==> src/rtl/renesas_i2c_pkg.sv <==
// Shared types and constants for the renesas_i2c_target register-page responder.
package renesas_i2c_pkg;

    localparam int         I2C_BITS     = 8;
    localparam logic [6:0] DEF_DEV_ADDR = 7'h5B;

    typedef enum logic [3:0] {
        IDLE,
        ADDR,
        ACK_A,
        OFFS,
        ACK_O,
        WR,
        ACK_W,
        RD,
        MACK,
        IGNORE
    } i2c_state_e;

endpackage

==> src/rtl/i2c_line_filter.sv <==
// Two-flop synchroniser plus a majority-free run-length filter: the output only
// follows the line once FILT_LEN consecutive synchronised samples agree.
module i2c_line_filter #(
    parameter int FILT_LEN = 3
) (
    input  logic aclk,
    input  logic aresetn,
    input  logic line_i,
    output logic line_o,
    output logic rise_o,
    output logic fall_o
);

    logic [1:0]          sync_q;
    logic [FILT_LEN-1:0] hist_q;

    // Synchronise, collect history and accept a level only after a full stable run.
    always_ff @(posedge aclk or negedge aresetn) begin
        if (!aresetn) begin
            sync_q <= '1;
            hist_q <= '1;
            line_o <= 1'b1;
            rise_o <= 1'b0;
            fall_o <= 1'b0;
        end else begin
            sync_q <= {sync_q[0], line_i};
            hist_q <= {hist_q[FILT_LEN-2:0], sync_q[1]};
            rise_o <= 1'b0;
            fall_o <= 1'b0;
            if ((&hist_q) && !line_o) begin
                line_o <= 1'b1;
                rise_o <= 1'b1;
            end else if (!(|hist_q) && line_o) begin
                line_o <= 1'b0;
                fall_o <= 1'b1;
            end
        end
    end

endmodule

==> src/rtl/renesas_i2c_target.sv <==
// I2C target exposing a 256-byte register page through a single-cycle store port.
//
// state  | meaning
// IDLE   | bus free or not yet seen a START
// ADDR   | shifting in the address byte
// ACK_A  | driving ACK for our address
// OFFS   | shifting in the register offset
// ACK_O  | driving ACK for the offset
// WR     | shifting in a write data byte
// ACK_W  | driving ACK for a write byte
// RD     | driving a read byte MSB first
// MACK   | sampling the master ACK/NACK after a read byte
// IGNORE | not addressed or read ended; wait for START/STOP
module renesas_i2c_target
    import renesas_i2c_pkg::*;
#(
    parameter logic [6:0] DEV_ADDR = DEF_DEV_ADDR,
    parameter int         FILT_LEN = 3,
    parameter int         HOLD_CYC = 8
) (
    input  logic       aclk,
    input  logic       aresetn,
    input  logic       scl_i,
    input  logic       sda_i,
    output logic       sda_t,
    output logic       reg_wen,
    output logic       reg_ren,
    output logic [7:0] reg_addr,
    output logic [7:0] reg_wdata,
    input  logic [7:0] reg_rdata,
    output logic       busy,
    output logic [7:0] nack_cnt
);

    localparam int         HOLD_W   = $clog2(HOLD_CYC + 1);
    localparam logic [2:0] BIT_LAST = 3'(I2C_BITS - 1);

    logic scl, scl_rise, scl_fall;
    logic sda, sda_rise, sda_fall;

    i2c_line_filter #(.FILT_LEN(FILT_LEN)) u_scl_filt (
        .aclk(aclk), .aresetn(aresetn), .line_i(scl_i),
        .line_o(scl), .rise_o(scl_rise), .fall_o(scl_fall)
    );

    i2c_line_filter #(.FILT_LEN(FILT_LEN)) u_sda_filt (
        .aclk(aclk), .aresetn(aresetn), .line_i(sda_i),
        .line_o(sda), .rise_o(sda_rise), .fall_o(sda_fall)
    );

    i2c_state_e        state_q, state_d;
    logic [2:0]        bit_cnt_q;
    logic [7:0]        sreg_q;
    logic [7:0]        offset_q;
    logic              rw_q;
    logic              inc_pend_q;
    logic              rd_cap_q;
    logic              pend_low_q;
    logic [HOLD_W-1:0] hold_cnt_q;
    logic              start_c, stop_c, drive_low_c;
    logic [7:0]        byte_in;

    assign start_c = sda_fall && scl;
    assign stop_c  = sda_rise && scl;
    assign byte_in = {sreg_q[6:0], sda};

    // What SDA should do for the bit phase that opens at the SCL fall just seen.
    always_comb begin
        drive_low_c = 1'b0;
        case (state_q)
            ACK_A, ACK_O, ACK_W: drive_low_c = 1'b1;
            RD:                  drive_low_c = ~sreg_q[7];
            default:             drive_low_c = 1'b0;
        endcase
    end

    // Next-state decode; START/STOP win over any bit activity.
    always_comb begin
        state_d = state_q;
        if (start_c) begin
            state_d = ADDR;
        end else if (stop_c) begin
            state_d = IDLE;
        end else if (scl_rise) begin
            case (state_q)
                ADDR:    if (bit_cnt_q == BIT_LAST)
                             state_d = (byte_in[7:1] == DEV_ADDR) ? ACK_A : IGNORE;
                ACK_A:   state_d = rw_q ? RD : OFFS;
                OFFS:    if (bit_cnt_q == BIT_LAST) state_d = ACK_O;
                ACK_O:   state_d = WR;
                WR:      if (bit_cnt_q == BIT_LAST) state_d = ACK_W;
                ACK_W:   state_d = WR;
                RD:      if (bit_cnt_q == BIT_LAST) state_d = MACK;
                MACK:    state_d = sda ? IGNORE : RD;
                default: state_d = state_q;
            endcase
        end
    end

    // State register.
    always_ff @(posedge aclk or negedge aresetn) begin
        if (!aresetn) state_q <= IDLE;
        else          state_q <= state_d;
    end

    // Datapath: shifting, store strobes, offset tracking and held SDA drive.
    always_ff @(posedge aclk or negedge aresetn) begin
        if (!aresetn) begin
            sda_t      <= 1'b1;
            reg_wen    <= 1'b0;
            reg_ren    <= 1'b0;
            reg_addr   <= '0;
            reg_wdata  <= '0;
            busy       <= 1'b0;
            nack_cnt   <= '0;
            bit_cnt_q  <= '0;
            sreg_q     <= '0;
            offset_q   <= '0;
            rw_q       <= 1'b0;
            inc_pend_q <= 1'b0;
            rd_cap_q   <= 1'b0;
            pend_low_q <= 1'b0;
            hold_cnt_q <= '0;
        end else begin
            reg_wen  <= 1'b0;
            reg_ren  <= 1'b0;
            rd_cap_q <= reg_ren;
            if (rd_cap_q) sreg_q <= reg_rdata;

            if (hold_cnt_q != '0) begin
                hold_cnt_q <= hold_cnt_q - HOLD_W'(1);
                if (hold_cnt_q == HOLD_W'(1)) sda_t <= ~pend_low_q;
            end

            if (start_c || stop_c) begin
                sda_t      <= 1'b1;
                hold_cnt_q <= '0;
                bit_cnt_q  <= '0;
                busy       <= 1'b0;
                inc_pend_q <= 1'b0;
                if (inc_pend_q) offset_q <= offset_q + 8'd1;
            end else begin
                if (scl_fall) begin
                    hold_cnt_q <= HOLD_W'(HOLD_CYC);
                    pend_low_q <= drive_low_c;
                    if (inc_pend_q) begin
                        offset_q   <= offset_q + 8'd1;
                        inc_pend_q <= 1'b0;
                    end
                end
                if (scl_rise) begin
                    case (state_q)
                        ADDR: begin
                            sreg_q    <= byte_in;
                            bit_cnt_q <= bit_cnt_q + 3'd1;
                            if (bit_cnt_q == BIT_LAST && byte_in[7:1] == DEV_ADDR) begin
                                busy <= 1'b1;
                                rw_q <= sda;
                            end
                        end
                        OFFS: begin
                            sreg_q    <= byte_in;
                            bit_cnt_q <= bit_cnt_q + 3'd1;
                            if (bit_cnt_q == BIT_LAST) offset_q <= byte_in;
                        end
                        WR: begin
                            sreg_q    <= byte_in;
                            bit_cnt_q <= bit_cnt_q + 3'd1;
                            if (bit_cnt_q == BIT_LAST) begin
                                reg_wen   <= 1'b1;
                                reg_addr  <= offset_q;
                                reg_wdata <= byte_in;
                            end
                        end
                        ACK_A: begin
                            bit_cnt_q <= '0;
                            if (rw_q) begin
                                reg_ren  <= 1'b1;
                                reg_addr <= offset_q;
                            end
                        end
                        ACK_O: bit_cnt_q <= '0;
                        ACK_W: begin
                            bit_cnt_q  <= '0;
                            inc_pend_q <= 1'b1;
                        end
                        RD: begin
                            sreg_q    <= {sreg_q[6:0], 1'b0};
                            bit_cnt_q <= bit_cnt_q + 3'd1;
                        end
                        MACK: begin
                            bit_cnt_q <= '0;
                            if (!sda) begin
                                offset_q <= offset_q + 8'd1;
                                reg_ren  <= 1'b1;
                                reg_addr <= offset_q + 8'd1;
                            end else if (nack_cnt != 8'hFF) begin
                                nack_cnt <= nack_cnt + 8'd1;
                            end
                        end
                        default: ;
                    endcase
                end
            end
        end
    end

endmodule

==> config.mk <==
export PLATFORM = sky130hd
export DESIGN_NAME = renesas_i2c_target
export DESIGN_NICKNAME = d
export VERILOG_FILES = /design/src/rtl/renesas_i2c_pkg.sv /design/src/rtl/i2c_line_filter.sv /design/src/rtl/renesas_i2c_target.sv
export SDC_FILE = /design/constraint.sdc
export NUM_CORES = 1
export LEC_CHECK = 0
export CAP_MARGIN = 5
export CORE_AREA = 2 2 108 89
export CTS_BUF_LIST = sky130_fd_sc_hd__clkbuf_4
export CTS_CLUSTER_SIZE = 30
export DETAILED_ROUTE_END_ITERATION = 10
export DIE_AREA = 0 0 110 91
export MAX_ROUTING_LAYER = met4
export PLACE_DENSITY = 0.74
export SYNTH_ARGS = -nofsm -noshare
export SYNTH_HDL_FRONTEND = slang
export SYNTH_HIERARCHICAL = 1
export SYNTH_SLANG_ARGS = --single-unit
==> constraint.sdc <==
create_clock -name aclk -period 2.6 [get_ports aclk]
set_input_delay 0.39 -clock aclk [delete_from_list [all_inputs] [get_ports aclk]]
set_output_delay 0.39 -clock aclk [all_outputs]
set_load 0.01 [all_outputs]
-- After elaboration in Yosys (flattened, before gate mapping)
Index checks and enable logic that the tools add are counted.
- add/subtract/negate cells: 4
- equal/unequal tests: 19
- muxes and demuxes: 63
- bitwise logic cells: 3
- reduce and logical (&&, ||, !) cells: 43
- operators by type and width (kind ; number):
    $mux 8 ; 12
    $mux 4 ; 12
    $pmux 8 s2 ; 2
    $mux 1 ; 29
    $pmux 4 s7 ; 1
    $pmux 8 s3 ; 1
    $add 8x1->8 const B ; 2
    $eq 4x3->1 const B ; 4
    $ne 4x4->1 const B ; 4
    $reduce_bool 2->1 ; 7
    $reduce_and 6->1 ; 2
    $reduce_bool 3->1 ; 4
    $reduce_or 3->1 ; 4
    $mux 3 ; 3
    $reduce_and 3->1 ; 3
    $reduce_bool 9->1 ; 1
    $eq 4x1->1 const B ; 2
    $eq 4x2->1 const B ; 2
    $ne 8x8->1 const B ; 1
    $reduce_and 4->1 ; 2
    $reduce_or 4->1 ; 2
    $eq 7x7->1 const B ; 1
    $logic_and 1x1->1 ; 7
    $ne 2x2->1 const B ; 3
    other kinds (13) ; 21
- bits in registers: 75
- input bits: 12
- output and inout port bits: 28

-- Longest topological paths before layout
Gate-level depths: netlist of run 1.
- depth after elaboration: 7
- gate-level depth with buffers: 9
- depth with buffers taken out: 7

-- Modules after synthesis
Netlist of run 1, hierarchy kept.
- by module, submodules not included (module ; times used ; cells an instance ; area an instance (µm²) ; sequential area each (µm²)):
    renesas_i2c_target ; 1 ; 369 ; 3417.0 ; 1477.7
    i2c_line_filter ; 2 ; 15 ; 255.2 ; 207.7

-- Worst setup path after synthesis of run 1
Ideal clock, no wire load.
- kind: flip-flop to flip-flop
- from: register state_q[0]
- to: register nack_cnt[1]
- setup time: 0.125 ns
- arrival: 1.764 ns
- setup slack: 0.711 ns
- stages on the path, launching flop included: 7
- buffers on the path: 2
- path through: dfrtp_1 -> buf_6 -> or3b_2 -> nor2_4 -> and4_1 -> buf_4 -> mux2_2
- word-level cells in the longest chain between the ends: 2
- RTL lines (what ; line ; RTL):
    from (decl) ; renesas_i2c_target.sv:51 ; i2c_state_e state_q, state_d;
    from (signal assigned) ; renesas_i2c_target.sv:103 ; else state_q <= state_d;
    $eq 4x4->1 ; renesas_i2c_target.sv:152 ; case (state_q)
    $reduce_and 5->1 (no source line) ; n/a ;
    to (signal assigned) ; renesas_i2c_target.sv:198 ; nack_cnt <= nack_cnt + 8'd1;
    to (decl) ; renesas_i2c_target.sv:32 ; output logic [7:0] nack_cnt
Every way passes these cells.
A chain may end at the register's enable or synchronous reset.

-- Final worst setup path of run 1
- from: register state_q[3]
- to: register nack_cnt[1]
Same word-level chain as after synthesis.

==> flow_summary.yaml, run 1 <==
synthesis:
  synth.yosys.seq_area_share_pct: 48.2
  cell_area_after_technology_mapping_sq_um: 3930
  post-synth-top-count-cell: "sky130_fd_sc_hd__dfrtp_1"
  synth_fp_nets: 417
  synthTopCellsByCount: "sky130_fd_sc_hd__dfrtp_1 (62), sky130_fd_sc_hd__nand2_1 (41), sky130_fd_sc_hd__o21ai_0 (29)"
  post-synth-top-area-fraction_pct: 39.5
  asyncSetResetFlopFracSynth_pct: 100
  synth_warnings: 6
  synth.avg_cell_area_sq_um: 9.84
  synth_area_leaders: "sky130_fd_sc_hd__dfrtp_1 (40%), sky130_fd_sc_hd__dfstp_2 (8.7%), sky130_fd_sc_hd__xnor2_1 (4.2%)"
  dominantRegCellSynth: "sky130_fd_sc_hd__dfrtp_1"
  synth.largest_area_cell: "sky130_fd_sc_hd__dfrtp_1"
  synth.ff_latch_count: 75
  yosys.cell_types.count: 59
  synth-edff-count: 0
  count_of_mapped_cells_out_of_synthesis: 399
cts:
  clock_tree.root_cell: "sky130_fd_sc_hd__clkbuf_4"
  hold_buffers: 0
  worst_setup_hold_path_clk_slew_ps: 130
  postCtsSetupRepairBufs: 0
  clockBufferDepth: 2
  cts_num_sinks: 75
  cts_tree: "yes"
  clk-insertion-delay-late_ps: 420
  h-tree-depth: 3
  post_cts_resized: 0
  num_cts_buffers: 9
detailed_routing:
  dr.first_iter.drc_count: 209
  vias: 3085
  detail-route-antenna-nets: 0
  detail_route.wirelength_um: 8680
  drt-vias-per-instance: 5.59
  drt_first_pass_iters: 4
  post-route-drc-count: 0
  drt-wirelength-per-cell_um: 15.7
pwr:
  p_leak_nw: 1.86
  power.internal_mw: 1.94
  sequentialPowerShare_pct: 55.0
  share_comb_of_total_power_pct: 15.5
  design_power_total_mw: 2.78
  net-switching-power_mw: 0.840
  clock_power_share_pct: 29.6
  power.ir.vdd_worst_v: 0.000426
  switching_share_pct: 30.3
  pwr_density_cell_nw_per_um2: 608
sta:
  final.setup.worst_slack_ps: 440
  finalCritPeriodShare_pct: 83.1
  finalWorstPathRequiredPeriod_ps: 2160
  fin_worst_skew_ps: 13.2
  setup_tns_ps: 0
  setup_repair_after_global_routing_missed_its_margin: "no"
  drv_slew: 0
  worst_slew_margin_rel_pct: 38.5
  tightestPinTransition_ps: 923
  endpoints_failing_hold: 0
  fmaxAchievable_mhz: 463
  setup_viol: 0
worst_setup_path:
  r2r.worst_path.cells: 4
  worst-path-max-fanout: 10
  worstPathRequired_ps: 2920
  setup.worst_path.class: "flop to flop"
  end_kind: "flop"
  setup.worst_path.start_class: "flop"
  timing.critical_path.arrival_ps: 2480
placement:
  place.detailed.hpwl_um: 6040
  placement.cell_area_sq_um: 4400
  gpl.final_weighted_congestion: 0.896
  io_buffers: 39
  preCtsSetupSlack_ps: 473
outcome:
  outcome: "completed"
grt:
  gr-usage-all-layers_pct: 19.4
  grt_max_degree: 76
  number_of_global_route_vias_before_repair: 2982
  grt_first_pass_wirelength_um: 14700
  grt.overflow.total: 0
  grt_antenna_before_repair: 0
floorplanning:
  die_w_um: 110
  floorplan.initialDensity_pct: 44.2
  die_y_um: 91
  placeableCoreArea_sq_um: 8880
  die_footprint_sq_um: 10000
  core.rowCount: 31
  num_io_pins: 40
finish:
  layout.filler_cells: 812
  area_growth_syn_to_layout_pct: 16.2
  antenna_cells_inserted: 0
  layout-drive-gt1-share_pct: 13.5
  design.final.nets: 450
  stdcell_area_sq_um: 4570
run:
  maxCapViolations: 0
min_path:
  min_path_type: "primary input to async pin"
final cells by class:
cell class	count	area, sq um	area share (%)
Sequential cell	75	1890	41.5
Multi-Input combinational cell	289	1880	41.2
Timing Repair Buffer	46	440	9.65
Tap cell	115	144	3.15
Clock inverter	7	98.8	2.16
Clock buffer	9	67.6	1.48
Inverter	11	41.3	0.904
cell families after synthesis:
logic type / synth area share (%)
muxes: 5.16
adders and majority gates: 1.91
AOI/OAI and AO/OA: 15.6
xor gates and xnor gates: 6.24
buffers and inverters: 3.92
and+or+nand+nor: 19.0
DFF: 48.2
state kept, by name (all words and copies together) (netlist names), 2 cells and up:
signal             count
u_scl_filt/sync_q      2
reg_addr               8
u_scl_filt/hist_q      3
sreg_q                 8
reg_wdata              8
state_q                4
nack_cnt               8
hold_cnt_q             4
offset_q               8
bit_cnt_q              3
u_sda_filt/sync_q      2
u_sda_filt/hist_q      3
layer usage:
layer / wire [um] / up-vias / track usage [%]
li1: - / 1489 / -
met3: 586 / 7 / 5.53
met4: 86 / 0 / 5.59
met2: 3830 / 101 / 26.4
met5: 0 / - / -
met1: 4170 / 1488 / 27.9
power groups by stage:
| stage | registers, mW | logic (mW) | clock network, mW |
|---|---|---|---|
| 2_1_floorplan | 1.45 | 0.356 | 0 |
| 3_3_place_gp | 1.53 | 0.413 | 0 |
| 3_5_place_dp | 1.55 | 0.433 | 0 |
| 4_1_cts | 1.52 | 0.437 | 0.855 |
| 5_1_grt | 1.55 | 0.490 | 0.904 |
| 6_report | 1.53 | 0.430 | 0.822 |
path summary, 6_finish.rpt:
check,start,endpoint,slack (ps)
setup reg to reg,state_q[3],nack_cnt[1],440
max in group asynchronous,aresetn,reg_addr[2],1910
min in group aclk,scl_i,u_scl_filt/sync_q[0],350
hold / removal,aresetn,state_q[1],90
setup / recovery,state_q[3],nack_cnt[1],440
hold reg to reg,u_scl_filt/sync_q[1],u_scl_filt/hist_q[0],360
cells in the final DEF, fill, tap and decap left out, drive strengths merged, types with 3 or more instances in the layout:
cell type / synthesis / final
dfrtp: 62 / 62
nand2: 41 / 41
clkdlybuf4s50: 0 / 38
o21ai: 31 / 31
nor2: 27 / 27
a21oi: 26 / 26
xnor2: 19 / 19
dfstp: 13 / 13
inv: 11 / 13
nor3: 12 / 12
nand3: 10 / 10
mux2: 10 / 10
mux2i: 9 / 9
xor2: 9 / 9
nand4: 9 / 9
clkbuf: 16 / 9
buf: 8 / 8
and3: 7 / 7
ha: 6 / 6
nor2b: 5 / 5
or3: 5 / 5
a31oi: 5 / 5
o211ai: 5 / 5
nand2b: 4 / 4
o21a: 4 / 4
and4: 4 / 4
a22o: 4 / 4
o22ai: 3 / 3
a22oi: 3 / 3
clkinv: 0 / 3
through the flow:
stage / instances / utilization [%] / hold slack (ps)
detailed placement: 536 / 49.5 / 347
CTS: 552 / 51.4 / 96.1
global route: 552 / 51.4 / 133
floorplan: 399 / - / 94.4
global placement: 536 / 49.5 / 346
finish: 552 / 51.4 / 87.1
worst max-delay path: stages, from the launching register on:
cell,delay [ps]
sky130_fd_sc_hd__dfrtp_1,520
sky130_fd_sc_hd__or3b_2,530
sky130_fd_sc_hd__nor2_4,230
sky130_fd_sc_hd__and4_1,410
sky130_fd_sc_hd__mux2_2,370
Note: power is estimated with default switching activity, not from simulation.
==> run 2: changes to the inputs <==
--- a/config.mk
+++ b/config.mk
@@ -12,7 +12,7 @@
 export DETAILED_ROUTE_END_ITERATION = 10
 export DIE_AREA = 0 0 110 91
 export MAX_ROUTING_LAYER = met4
-export PLACE_DENSITY = 0.74
+export PLACE_DENSITY = 0.77
 export SYNTH_ARGS = -nofsm -noshare
 export SYNTH_HDL_FRONTEND = slang
 export SYNTH_HIERARCHICAL = 1
==> constraint.sdc (replaced) <==
create_clock -name aclk -period 1.8 [get_ports aclk]
set_input_delay 0.27 -clock aclk [delete_from_list [all_inputs] [get_ports aclk]]
set_output_delay 0.27 -clock aclk [all_outputs]
set_load 0.01 [all_outputs]
==> run 2 against run 1 <==
Net effect: the flow now finishes with violations (negative setup slack); final cell count rose by 8.3%; routed wire length grew 8.5%; fmax rose by 14%; non-clock buffer count up 46; first-iteration DRC count fell by 11%; sequential power rose by 43%; register-to-register slack worse by 530 ps; critical path type unchanged.
==> flow_summary.yaml, run 2 (synthesized netlist as in run 1, its figures left out) <==
outcome:
  outcome: "finished, violations left"
  violations: "negative setup slack"
grt:
  grt_max_degree: 76
  gr-usage-all-layers_pct: 20.8
  number_of_global_route_vias_before_repair: 3255
  grt.overflow.total: 0
  grt_first_pass_wirelength_um: 15900
  grt_antenna_before_repair: 0
sta:
  endpoints_failing_hold: 0
  whs_ps: 234
  fin_worst_skew_ps: 12.7
  drv_slew: 0
  tightestPinTransition_ps: 412
  finalCritPeriodShare_pct: 105
  setup_viol: 13
  setup_tns_ps: -365
  setup_repair_after_global_routing_missed_its_margin: "yes"
  final.setup.worst_slack_ps: -88.0
  fmaxAchievable_mhz: 530
  worst_slew_margin_rel_pct: 72.5
  finalWorstPathRequiredPeriod_ps: 1890
detailed_routing:
  drt-vias-per-instance: 5.44
  dr.first_iter.drc_count: 185
  detail_route.wirelength_um: 9410
  detail-route-antenna-nets: 0
  drt-wirelength-per-cell_um: 15.7
  drt_first_pass_iters: 4
  vias: 3253
  post-route-drc-count: 0
finish:
  antenna_cells_inserted: 0
  final_common_cell: "sky130_fd_sc_hd__dfrtp_1"
  design.final.nets: 496
  layout.filler_cells: 778
  area_taken_by_multi_input_logic_gates_sq_um: 1940
  layout.area.seq_sq_um: 1890
  layout-drive-gt1-share_pct: 24.6
  final_cell_mix: "sky130_fd_sc_hd__dfrtp_1 (61), sky130_fd_sc_hd__buf_4 (47), sky130_fd_sc_hd__nand2_1 (40)"
  area_growth_syn_to_layout_pct: 26.8
cts:
  cts_num_sinks: 75
  cts_tree: "yes"
  clockBufferDepth: 2
  clock_tree.root_cell: "sky130_fd_sc_hd__clkbuf_4"
  worst_setup_hold_path_clk_slew_ps: 140
  h-tree-depth: 3
  num_cts_buffers: 9
  clk-insertion-delay-late_ps: 430
pwr:
  pwr_density_cell_nw_per_um2: 772
  p_leak_nw: 2.11
  power.ir.vdd_worst_v: 0.000508
floorplanning:
  die_w_um: 110
  core.rowCount: 31
  die_footprint_sq_um: 10000
  num_io_pins: 40
  placeableCoreArea_sq_um: 8880
  floorplan.initialDensity_pct: 44.2
  die_y_um: 91
worst_setup_path:
  critPathMaxStageDelay_ps: 570
  slowest_stage: "sky130_fd_sc_hd__or4b_4"
  path_common_cell: "sky130_fd_sc_hd__o211ai_1"
  end_kind: "flop"
  setup.worst_path.start_class: "flop"
  setup.worst_path.class: "flop to flop"
  worst-path-max-fanout: 5
  critical_path_buf_inv_count: 1
  critical_path.cell_chain: "or4b_4 > a221o_1 > buf_4 > o211ai_1 > o211ai_1"
  worstPathRequired_ps: 2110
  timing.critical_path.arrival_ps: 2200
  critical_path.top_delay_family: "compound AO/OA/AOI/OAI gates"
placement:
  io_buffers: 39
  place.detailed.hpwl_um: 6670
  gpl.final_weighted_congestion: 0.931
min_path:
  min_path_type: "primary input to flop"
run:
  maxCapViolations: 0
## run 2: final timing paths
kind,cells past startpoint,slack [ps],to,startpoint
worst max-delay path,5,-90,offset_q[2],state_q[1]
worst min-delay path,1,230,u_scl_filt/sync_q[0],scl_i
worst max register to register,5,-90,offset_q[2],state_q[1]
worst min register to register,0,370,u_scl_filt/sync_q[1],u_scl_filt/sync_q[0]
max in group asynchronous,3,1070,sda_t,aresetn
min in group asynchronous,3,390,u_sda_filt/rise_o,aresetn
## run 2: metal layers
layer  vias up  routed length, um  track usage, %
li1       1587                  -               -
met1      1556               4530            30.0
met2       102               4200            30.4
met3         8                604            3.80
met4         0                 76            4.96
met5         -                  0               -
## run 2: layout make-up
cell class | instances | area share [%]
Clock inverter | 7 | 1.23
Timing Repair Buffer | 92 | 16.7
Clock buffer | 9 | 1.36
Inverter | 11 | 0.829
Tap cell | 115 | 2.89
Multi-Input combinational cell | 289 | 39.0
Sequential cell | 75 | 38.0
## run 2: where the power goes
group          switching [mW]  internal, mW  total (mW)
clock network           0.672         0.307       0.979
registers               0.279          1.91        2.19
logic                   0.335         0.342       0.677
## run 2: metrics by stage
stage	setup WS, ps	utilization (%)	cell area [sq um]	power [mW]	cells
2_1_floorplan	-65.2	-	3930	2.61	399
3_3_place_gp	-78.5	53.5	4750	2.86	579
5_1_grt	-177	56.1	4980	4.09	598
4_1_cts	-75.4	55.5	4930	3.88	598
6_report	-88.0	56.1	4980	3.85	598
3_5_place_dp	-84.8	53.5	4750	2.90	579
## run 2: timing repair
action,CTS,global route
pin swaps,3,12
hold buffers,1,0
endpoints found under the setup margin,25,36
gates resized for setup,8,15
hold endpoints to repair,62,0
buffers inserted,2,0
